File: config.mk
export PLATFORM = sky130hd
export DESIGN_NAME = bram_ctrl
export DESIGN_NICKNAME = d
export VERILOG_FILES = /design/src/rtl/bram_ctrl.sv
export SDC_FILE = /design/constraint.sdc
export NUM_CORES = 1
export LEC_CHECK = 0
export BUFFER_PORTS_ARGS = -buffer_cell sky130_fd_sc_hd__buf_2
export CAP_MARGIN = 20
export CORE_MARGIN = 4
export CORE_UTILIZATION = 37
export DETAILED_ROUTE_END_ITERATION = 16
export GPL_TIMING_DRIVEN = 0
export PLACE_DENSITY = 0.8
export SETUP_SLACK_MARGIN = 0.3
export SYNTH_ARGS = -nofsm -noshare
export SYNTH_HDL_FRONTEND = slang
export SYNTH_SLANG_ARGS = --single-unit
export TNS_END_PERCENT = 1
File: constraint.sdc
create_clock -name clock -period 1.8 [get_ports clock]
set_clock_uncertainty 0.2 [all_clocks]
set_input_delay 0.36 -clock clock [delete_from_list [all_inputs] [get_ports clock]]
set_output_delay 0.36 -clock clock [all_outputs]
set_load 0.03 [all_outputs]
File: src/rtl/bram_ctrl.sv
// bram_ctrl: single-port block-RAM controller with a valid/ready request
// channel and a valid/ready response channel.
// Optional feature macro: BRAM_CTRL_BYTE_EN_EN. When it is defined, writes
// honour req_be: partial writes become read-modify-write and a write with
// no enabled bytes is a no-op. When it is undefined, req_be is ignored and
// every write stores the whole word.
module bram_ctrl #(
    parameter int DATA_WIDTH = 32,
    parameter int ADDR_BITS  = 12
) (
    input  logic                      clock,
    input  logic                      reset,
    input  logic                      req_valid,
    output logic                      req_ready,
    input  logic                      req_we,
    input  logic [ADDR_BITS-1:0]      req_addr,
    input  logic [DATA_WIDTH-1:0]     req_wdata,
    input  logic [DATA_WIDTH/8-1:0]   req_be,
    output logic                      rsp_valid,
    input  logic                      rsp_ready,
    output logic [DATA_WIDTH-1:0]     rsp_rdata,
    output logic                      ram_enable,
    output logic                      ram_write_enable,
    output logic [ADDR_BITS-1:0]      ram_address,
    output logic [DATA_WIDTH-1:0]     ram_input_data,
    input  logic [DATA_WIDTH-1:0]     ram_output_data
);

    localparam int BE_W = DATA_WIDTH / 8;

    typedef enum logic [2:0] {
        IDLE     = 3'd0,
        RD_WAIT  = 3'd1,
        RESP     = 3'd2
`ifdef BRAM_CTRL_BYTE_EN_EN
        ,
        RMW_WAIT = 3'd3,
        RMW_WR   = 3'd4
`endif
    } state_t;

    state_t                  state_q, state_d;
    logic                    rsp_valid_q, rsp_valid_d;
    logic [DATA_WIDTH-1:0]   rsp_rdata_q, rsp_rdata_d;
    logic                    accept;

`ifdef BRAM_CTRL_BYTE_EN_EN
    // Request captured for the read-modify-write sequence.
    logic [ADDR_BITS-1:0]    addr_q, addr_d;
    logic [DATA_WIDTH-1:0]   wdata_q, wdata_d;
    logic [BE_W-1:0]         be_q, be_d;
`else
    // Byte enables have no meaning when every write is a full-word write.
    logic                    unused_be;
    assign unused_be = ^req_be;
`endif

    // Reset also closes the request channel so nothing is accepted while it is held.
    assign req_ready = (state_q == IDLE) && !reset;
    assign accept    = req_valid && req_ready;
    assign rsp_valid = rsp_valid_q;
    assign rsp_rdata = rsp_rdata_q;

    // Next-state, response and memory-port decode.
    always_comb begin
        // NOTE: every output of this block gets a default first so no path can infer a latch.
        state_d          = state_q;
        rsp_valid_d      = rsp_valid_q;
        rsp_rdata_d      = rsp_rdata_q;
`ifdef BRAM_CTRL_BYTE_EN_EN
        addr_d           = addr_q;
        wdata_d          = wdata_q;
        be_d             = be_q;
`endif
        ram_enable       = 1'b0;
        ram_write_enable = 1'b0;
        ram_address      = '0;
        ram_input_data   = '0;

        case (state_q)
            IDLE: begin
                if (accept) begin
                    ram_address    = req_addr;
                    ram_input_data = req_wdata;
                    if (!req_we) begin
                        ram_enable = 1'b1;
                        state_d    = RD_WAIT;
                    end
`ifdef BRAM_CTRL_BYTE_EN_EN
                    else if (&req_be) begin
                        ram_enable       = 1'b1;
                        ram_write_enable = 1'b1;
                        rsp_valid_d      = 1'b1;
                        state_d          = RESP;
                    end else if (req_be == '0) begin
                        rsp_valid_d = 1'b1;
                        state_d     = RESP;
                    end else begin
                        // Read the old word now; merge once it comes back.
                        ram_enable = 1'b1;
                        addr_d     = req_addr;
                        wdata_d    = req_wdata;
                        be_d       = req_be;
                        state_d    = RMW_WAIT;
                    end
`else
                    else begin
                        ram_enable       = 1'b1;
                        ram_write_enable = 1'b1;
                        rsp_valid_d      = 1'b1;
                        state_d          = RESP;
                    end
`endif
                end
            end
            RD_WAIT: begin
                rsp_rdata_d = ram_output_data;
                rsp_valid_d = 1'b1;
                state_d     = RESP;
            end
`ifdef BRAM_CTRL_BYTE_EN_EN
            RMW_WAIT: begin
                // Disabled bytes take the old memory contents.
                for (int i = 0; i < BE_W; i++) begin
                    if (!be_q[i]) begin
                        wdata_d[8*i +: 8] = ram_output_data[8*i +: 8];
                    end
                end
                state_d = RMW_WR;
            end
            RMW_WR: begin
                ram_enable       = 1'b1;
                ram_write_enable = 1'b1;
                ram_address      = addr_q;
                ram_input_data   = wdata_q;
                rsp_valid_d      = 1'b1;
                state_d          = RESP;
            end
`endif
            RESP: begin
                if (rsp_ready) begin
                    rsp_valid_d = 1'b0;
                    state_d     = IDLE;
                end
            end
            default: state_d = IDLE;
        endcase
    end

    // State and response registers; reset drops any in-flight transaction.
    always_ff @(posedge clock or posedge reset) begin
        // NOTE: non-blocking assignments so every flop samples pre-edge values.
        if (reset) begin
            state_q     <= IDLE;
            rsp_valid_q <= 1'b0;
            rsp_rdata_q <= '0;
`ifdef BRAM_CTRL_BYTE_EN_EN
            addr_q      <= '0;
            wdata_q     <= '0;
            be_q        <= '0;
`endif
        end else begin
            state_q     <= state_d;
            rsp_valid_q <= rsp_valid_d;
            rsp_rdata_q <= rsp_rdata_d;
`ifdef BRAM_CTRL_BYTE_EN_EN
            addr_q      <= addr_d;
            wdata_q     <= wdata_d;
            be_q        <= be_d;
`endif
        end
    end

endmodule

Word level (Yosys, flattened, before mapping) --
Cells that the tools add are included.
Storage, ports and cells: word-level logic and storage cells 32, bits of input ports 85, output and inout bits 80, register bits 36
Operators by class: equality and inequality tests 5, multiplexer cells 17, reduce and logical (&&, ||, !) cells 7
Operators by type and width (number):
- $mux W32 | 2
- $mux W12 | 2
- $pmux W3 S3 | 1
- $mux W1 | 8
- $mux W3 | 2
- $ne A2 B2 Y1 const B | 3
- $reduce_and A4 Y1 | 1
- $eq A3 B1 Y1 const B | 1
- $eq A3 B2 Y1 const B | 1
- $logic_not A3 Y1 | 1
- $pmux W1 S3 | 1
- $reduce_bool A3 Y1 | 1
- $logic_and A1 B1 Y1 | 2
- $mux W2 | 1
- $reduce_and A2 Y1 | 1
- $logic_not A1 Y1 | 1

Depth between registers and ports, before layout --
Gate-level depths: netlist (run 1).
word-level depth 5, gate-level depth with buffers 4, mapped depth without buffers 3

Least setup slack after synthesis (run 1) --
Ideal clock, no wire load.
kind flip-flop to output port, from register state_q[1], to output port ram_address[0], cell stages (with the launch flop) 4, buffers on the path 1, data arrival time 1.438 ns, path slack -0.198 ns, data required time 1.240 ns, path through dfrtp_1 -> nor3_2 -> clkbuf_1 -> and3_1
Between the ends: cells in the longest elaborated chain, start to end 5
RTL lines:
- start, declared | line 42 | state_t state_q, state_d;
- start signal, assigned | line 163 | state_q <= state_d;
- $logic_not A3 Y1 | line 59 | assign req_ready = (state_q == IDLE) && !reset;
- $logic_and A1 B1 Y1 | line 59
- net req_ready | line 14 | output logic req_ready,
- $logic_and A1 B1 Y1 | line 60 | assign accept = req_valid && req_ready;
- $mux W12 | line 82 | if (accept) begin
- $mux W12 | line 80 | case (state_q)
- end, declared | line 24 | output logic [ADDR_BITS-1:0] ram_address,
The timed path passes the listed nets, and every way through them passes these cells.

Worst setup path after layout (run 1) --
from register state_q[0], to output port ram_input_data[20]
Between the ends: cells in the longest elaborated chain, start to end 5
RTL lines:
- $logic_not A3 Y1 * | line 59, 80
- $logic_and A1 B1 Y1 | line 59
- $logic_and A1 B1 Y1 | line 60
- $mux W32 | line 82
- $mux W32 * | line 80
- end, declared | line 25 | output logic [DATA_WIDTH-1:0] ram_input_data,
Mark *: on every way between the ends. The rest lies on a longest branch, timed or not.

==> results of run 1 <==
-- flip-flops by register name, indices dropped and copies added, names as in the netlist --
register   cells
rsp_valid      1
state_q        2
rsp_rdata     32
-- cell usage after synthesis --
library cell and number:
nor2b_2 1, o21a_1 1, nor2_1 2, and3_1 45, clkbuf_1 6, and2_1 1
inv_1 2, nand3_1 1, buf_6 1, buf_2 4, mux2_4 30, dfrtp_1 35
a21oi_1 1, nor3_2 1, mux2_2 2, and3b_1 1, o21ai_0 1, a22oi_1 1
buf_12 3
-- layer usage --
layer / share of wire [%] / vias up / GRT usage [%] / wire, um
met2: 50 / 116 / 36.47 / 3219
met3: 11 / 11 / 8.028 / 736
met5: 0 / - / 0 / 0
met4: 1.8 / 0 / 7.343 / 116
li1: - / 848 / - / -
met1: 36 / 827 / 23.16 / 2332
-- logic make-up after synthesis --
| kind of cell | count (synthesis) | synth area share, % |
|---|---|---|
| muxes | 32 | 25.94 |
| buffers and inverters | 16 | 6.658 |
| DFF | 35 | 48.04 |
| and+or+nand+nor | 52 | 17.98 |
| AOI/OAI and AO/OA | 4 | 1.372 |
-- report_power, final --
part | leakage [nW] | total, mW | internal, mW | switching [mW]
registers | 0.433 | 1.38 | 1.17 | 0.217
clock network | 0.0515 | 0.603 | 0.349 | 0.254
logic | 1.30 | 2.76 | 1.22 | 1.54
-- path summary, 6_finish.rpt --
kind	startpoint	cells past startpoint	slack, ns	endpoint
setup / recovery	state_q[0]	5	-0.32	ram_input_data[20]
hold / removal	reset	2	-0.01	rsp_valid
setup reg to reg	state_q[0]	5	0.19	rsp_rdata[13]
hold reg to reg	rsp_rdata[20]	1	0.30	rsp_rdata[20]
max in group asynchronous	reset	2	0.97	state_q[0]
min in group clock	ram_output_data[31]	2	0.11	rsp_rdata[31]
-- area by class of cell --
type,count,area (um^2)
Sequential cell,35,878.3
Multi-Input combinational cell,88,1020
Fill cell,339,1405
Buffer,14,146.4
Clock buffer,8,100.1
Tap cell,67,83.83
Inverter,2,11.26
Timing Repair Buffer,166,1110
-- repair_timing --
action / in CTS / in global routing
pin swaps: 2 / 6
setup endpoints to repair: 79 / 82
setup buffers: 2 / 0
gates resized for setup: 90 / 9
gates cloned: 4 / 0
-- worst reg2reg max path: stages (launching register included) --
cell,delay [ns]
dfrtp_2,0.43
buf_4,0.16
nor2b_4,0.12
buf_6,0.14
buf_12,0.15
mux2_4,0.30
-- metrics by stage --
stage,worst slack (ns),util (%),power (mW)
finish,-0.3172,70.45,4.746
global route,-0.3963,70.45,4.999
CTS,-0.3108,69.74,4.756
detailed placement,-0.2107,61.05,3.906
global placement,-0.1824,61.05,3.847
floorplan,0.1306,-,3.200
==> results.tsv, run 1 <==
stage	metric	value	unit
yosys	synth_top_cell_by_area	dfrtp_1	
timing	hold_slack	-0.01185	ns
yosys	synth_top_area_share	48.04	%
layout	diodes	0	
worst_setup_path	cp_data_arrival_time	1.56	ns
pwr	p_leak	1.788	nW
clocking	clock_latency	0.28	ns
placement	io_buffer_count	160	
global_routing	antenna_found_initial	0	
run_status	outcome	finished, violations left	
die	die_y	78.19	um
yosys	synthCells	139	
clocking	cts_tree	yes	
drt	firstDrtPassIters	4	
timing	setup_tns	-12.43	ns
die	dieArea	6114	um^2
yosys	ys_ff_latch	35	
worst_setup_path	critPathLaunchType	flop	
global_routing	grt_pass1_vias	1971	
global_routing	grt_pass1_wl	9901	um
run	cap_violations	0	
layout	final_common_cell	buf_2	
placement	hpwlAfterDp	4438	um
worst_setup_path	crit_family	buffers and inverters	
placement	placedCellCount	366	
worst_setup_path	critPathBufInv	3	
layout	drive_above_1_share	84.98	%
clocking	cts_root_buffer	clkbuf_8	
clocking	clkTransAtPathRegs	0.06	ns
die	row_count	25	
timing	relSlewSlack	50.08	%
timing	rsz0062_at_grt	yes	
worst_setup_path	crit_chain	nor3_4 > buf_6 > buf_6 > and3_4 > buf_6	
global_routing	grt_start_max_net_pins	37	
worst_setup_path	endpoint_kind	output port	
worst_hold_path	hold_class	in2async	
timing	setup_ws	-0.3172	ns
die	coreArea	4755	um^2
layout	nNetsFinal	397	
pwr	ir_drop	621.8	uV
yosys	syn_area	1823	um^2
global_routing	overflow	0	
pwr	power_density	1417	nW/um^2
layout	syn_to_final_growth	83.73	%
yosys	synth_area_leaders	dfrtp_1 48%, mux2_4 25%, and3_1 15%, buf_12 3.3%, clkbuf_1 1.2%	
timing	hold_viol_final	30	
clocking	cts_hold_buffers	0	
drt	drtAntennaViolNets	0	
timing	setup_violations	47	
global_routing	grt_usage	20.90	%
die	die_w	78.19	um
yosys	ys_types	19	
yosys	avgSynthCellArea	13.12	um^2
worst_setup_path	slowest_delay	0.43	ns
layout	mostFrequentLayoutCells	119 x buf_2, 46 x buf_6, 33 x dfrtp_1	
clocking	cts_htree_levels	2	
yosys	yosysWarnings	0	
layout	final_design_area_no_fill	3349	um^2
yosys	ys_seq_area_share	48.04	%
timing	worst_pin_slew	0.7472	ns
clocking	cts_sinks	35	
worst_setup_path	critical_path.max_fanout	8	
timing	clock.fmax	472.3	MHz
layout	final_cells	380	
drt	drc_errors	0	
run_status	violations	negative hold slack, negative setup slack	
drt	drt_iter0_drc	34	
yosys	syn_nets	224	
drt	vias_per_cell	4.742	
die	start_util	38.34	%
timing	period_needed	2.117	ns
drt	avgRoutedWirePerCell	16.86	um
die	io_pins	165	
clocking	clock_path_buffers	2	
worst_setup_path	cp_data_required_time	1.24	ns
timing	maxSlewViolCount	0	
drt	wl	6406	um
worst_setup_path	cpMostUsedCell	buf_6	
placement	post_dp_cell_area	2903	um^2
worst_setup_path	critical_path_class	reg2out	
timing	fin_crit_sh	117.6	%
clocking	cts_buffers	5	
worst_setup_path	worst_path_max_delay_cell	dfrtp_2	
placement	place.gp.congestion	0.7795	
drt	vias	1802	
(Power assumes the default switching activity.)
==> run 2: changes to the inputs <==
--- a/config.mk
+++ b/config.mk
@@ -11,7 +11,7 @@
 export CORE_UTILIZATION = 37
 export DETAILED_ROUTE_END_ITERATION = 16
 export GPL_TIMING_DRIVEN = 0
-export PLACE_DENSITY = 0.8
+export PLACE_DENSITY_LB_ADDON = 0.25
 export SETUP_SLACK_MARGIN = 0.3
 export SYNTH_ARGS = -nofsm -noshare
 export SYNTH_HDL_FRONTEND = slang
==> run 2 against run 1 <==
The flow finishes with violations (negative setup slack); routed wire length fell by 10%; critical path depth did not move; register-to-register slack improved by 0.03 ns; via count fell by 2.1%; critical path type unchanged.
==> results.tsv, run 2 (synthesis results as in run 1) <==
stage	metric	value	unit	change
clocking	cts_htree_levels	2		unchanged
run_status	violations	negative setup slack		
timing	rsz0062_at_grt	yes		
worst_setup_path	worst_path_max_delay_cell	dfrtp_1		
global_routing	grt_usage	18.99	%	-1.9 points
die	io_pins	165		unchanged
drt	drt_iter0_drc	20		-41%
worst_setup_path	crit_end	ram_input_data[12]		
timing	fin_crit_sh	114.5	%	-3.2 points
worst_hold_path	hold_class	in2async		
pwr	power_density	1421	nW/um^2	+0.26%
layout	final_design_area_no_fill	3326	um^2	-0.71%
clocking	cts_buffers	5		unchanged
layout	syn_to_final_growth	82.43	%	
drt	vias_per_cell	4.691		-1.1%
drt	vias	1764		-2.1%
layout	drive_above_1_share	83.50	%	-1.5 points
worst_setup_path	r2r_start	state_q[1]		
timing	setup_violations	47		unchanged
global_routing	overflow	0		unchanged
worst_setup_path	rr_worst_depth	5		unchanged
clocking	cts_sinks	35		unchanged
worst_setup_path	cp_data_arrival_time	1.50	ns	-0.06 ns
die	start_util	38.34	%	unchanged
timing	setup_ws	-0.2601	ns	+0.05704 ns
worst_setup_path	slowest_delay	0.40	ns	-0.03 ns
clocking	cts_root_buffer	clkbuf_8		
die	row_count	25		unchanged
global_routing	grt_pass1_vias	1962		-0.46%
timing	period_needed	2.060	ns	-0.05704 ns
pwr	p_leak	1.777	nW	-0.62%
clocking	clock_path_buffers	2		unchanged
run_status	outcome	finished, violations left		
placement	placedCellCount	366		unchanged
worst_setup_path	critical_path.max_fanout	10		+2
layout	diodes	0		unchanged
layout	mostFrequentLayoutCells	113 x buf_2, 51 x buf_6, 35 x dfrtp_1		
timing	hold_viol_final	0		-100%
layout	largest_reg_flops	32		unchanged
global_routing	antenna_found_initial	0		unchanged
run	cap_violations	0		unchanged
worst_setup_path	critical_path_class	reg2out		
placement	hpwlAfterDp	4223	um	-4.8%
timing	maxSlewViolCount	0		unchanged
pwr	ir_drop	785.4	uV	+26%
worst_setup_path	crit_chain	nor3_2 > buf_4 > buf_6 > and3_4 > buf_6		
worst_setup_path	startpoint	state_q[1]		
layout	nFillCells	388		+14%
placement	place.gp.congestion	0.6516		-16%
drt	firstDrtPassIters	4		unchanged
placement	dp_slack	-0.2057	ns	+0.004996 ns
clocking	cts_tree	yes		
global_routing	grt_start_max_net_pins	37		unchanged
timing	hold_slack	0.01120	ns	+0.02305 ns
worst_setup_path	critPathLaunchType	flop		
worst_setup_path	rrSetupSlack	0.22	ns	+0.03 ns
drt	avgRoutedWirePerCell	15.31	um	-9.2%
worst_setup_path	cp_data_required_time	1.24	ns	about the same
clocking	clock_latency	0.28	ns	about the same
timing	worst_pin_slew	0.7440	ns	-0.003195 ns
die	die_w	78.19	um	unchanged
placement	post_dp_cell_area	2903	um^2	unchanged
timing	relSlewSlack	50.30	%	+0.21 points
drt	wl	5758	um	-10%
worst_setup_path	cpMostUsedCell	buf_6		
placement	io_buffer_count	160		unchanged
layout	final_common_cell	buf_2		
layout	final_cells	376		-1.1%
drt	drc_errors	0		unchanged
timing	clock.fmax	485.4	MHz	+2.8%
die	dieArea	6114	um^2	unchanged
layout	nNetsFinal	394		-0.76%
clocking	clkTransAtPathRegs	0.06	ns	about the same
die	coreArea	4755	um^2	unchanged
global_routing	grt_pass1_wl	9190	um	-7.2%
worst_setup_path	endpoint_kind	output port		
die	die_y	78.19	um	unchanged
layout	final_util	69.95	%	-0.50 points
drt	drtAntennaViolNets	0		unchanged
worst_setup_path	r2r-end	rsp_rdata[9]		
## run 2: worst max-delay path, delay by kind of cell (launching register included)
kind | cells | cell delay (ns)
flip-flops | 1 | 0.40
buffers and inverters | 3 | 0.45
AND/OR/NAND/NOR | 2 | 0.38
## run 2: cell type report
class                      instances  area, um^2  share of cell area, %
clock inverter                     1       30.03                 0.9029
buffer                            14       143.9                  4.327
inverter                           2       11.26                 0.3386
tap                               67       83.83                  2.521
timing repair buffer             163        1117                  33.60
sequential                        35       875.8                  26.34
clock buffer                       6       72.57                  2.182
multi-input combinational         88       991.0                  29.80
## run 2: per-layer routing
metal / share of wire (%) / track usage (%) / up-vias
li1: - / - / 832
met1: 37 / 21.07 / 826
met2: 52 / 33.82 / 98
met3: 9.4 / 7.339 / 8
met4: 1.2 / 5.070 / 0
met5: 0 / 0 / -
## run 2: stage by stage
step / power, mW / TNS, ns
2_1_floorplan: 3.200 / 0
3_3_place_gp: 3.860 / -6.402
3_5_place_dp: 3.906 / -7.084
4_1_cts: 4.767 / -11.13
5_1_grt: 4.987 / -15.39
6_report: 4.725 / -10.59
## run 2: what timing repair did
| item | in CTS | in global routing |
|---|---|---|
| setup endpoints to repair | 79 | 81 |
| hold buffers | 0 | 0 |
| buffers inserted | 3 | 0 |
| resized for setup | 95 | 2 |
| pin swaps | 1 | 3 |
## run 2: worst min-delay path by stage
stage	slack, ns	start	to	cells after the start
3_3_place_gp	0.29	rsp_rdata[23]	rsp_rdata[23]	1
6_report	0.01	reset	rsp_rdata[22]	2
4_1_cts	0.03	reset	state_q[1]	2
5_1_grt	0.06	reset	rsp_rdata[14]	2
2_1_floorplan	0.11	reset	rsp_rdata[0]	1
3_5_place_dp	0.29	rsp_rdata[29]	rsp_rdata[29]	1
## run 2: power by group
part / switching [mW] / total, mW / internal [mW]
sequential: 0.197 / 1.36 / 1.16
combinational: 1.51 / 2.70 / 1.19
clock: 0.255 / 0.660 / 0.405
total: 1.97 / 4.73 / 2.76
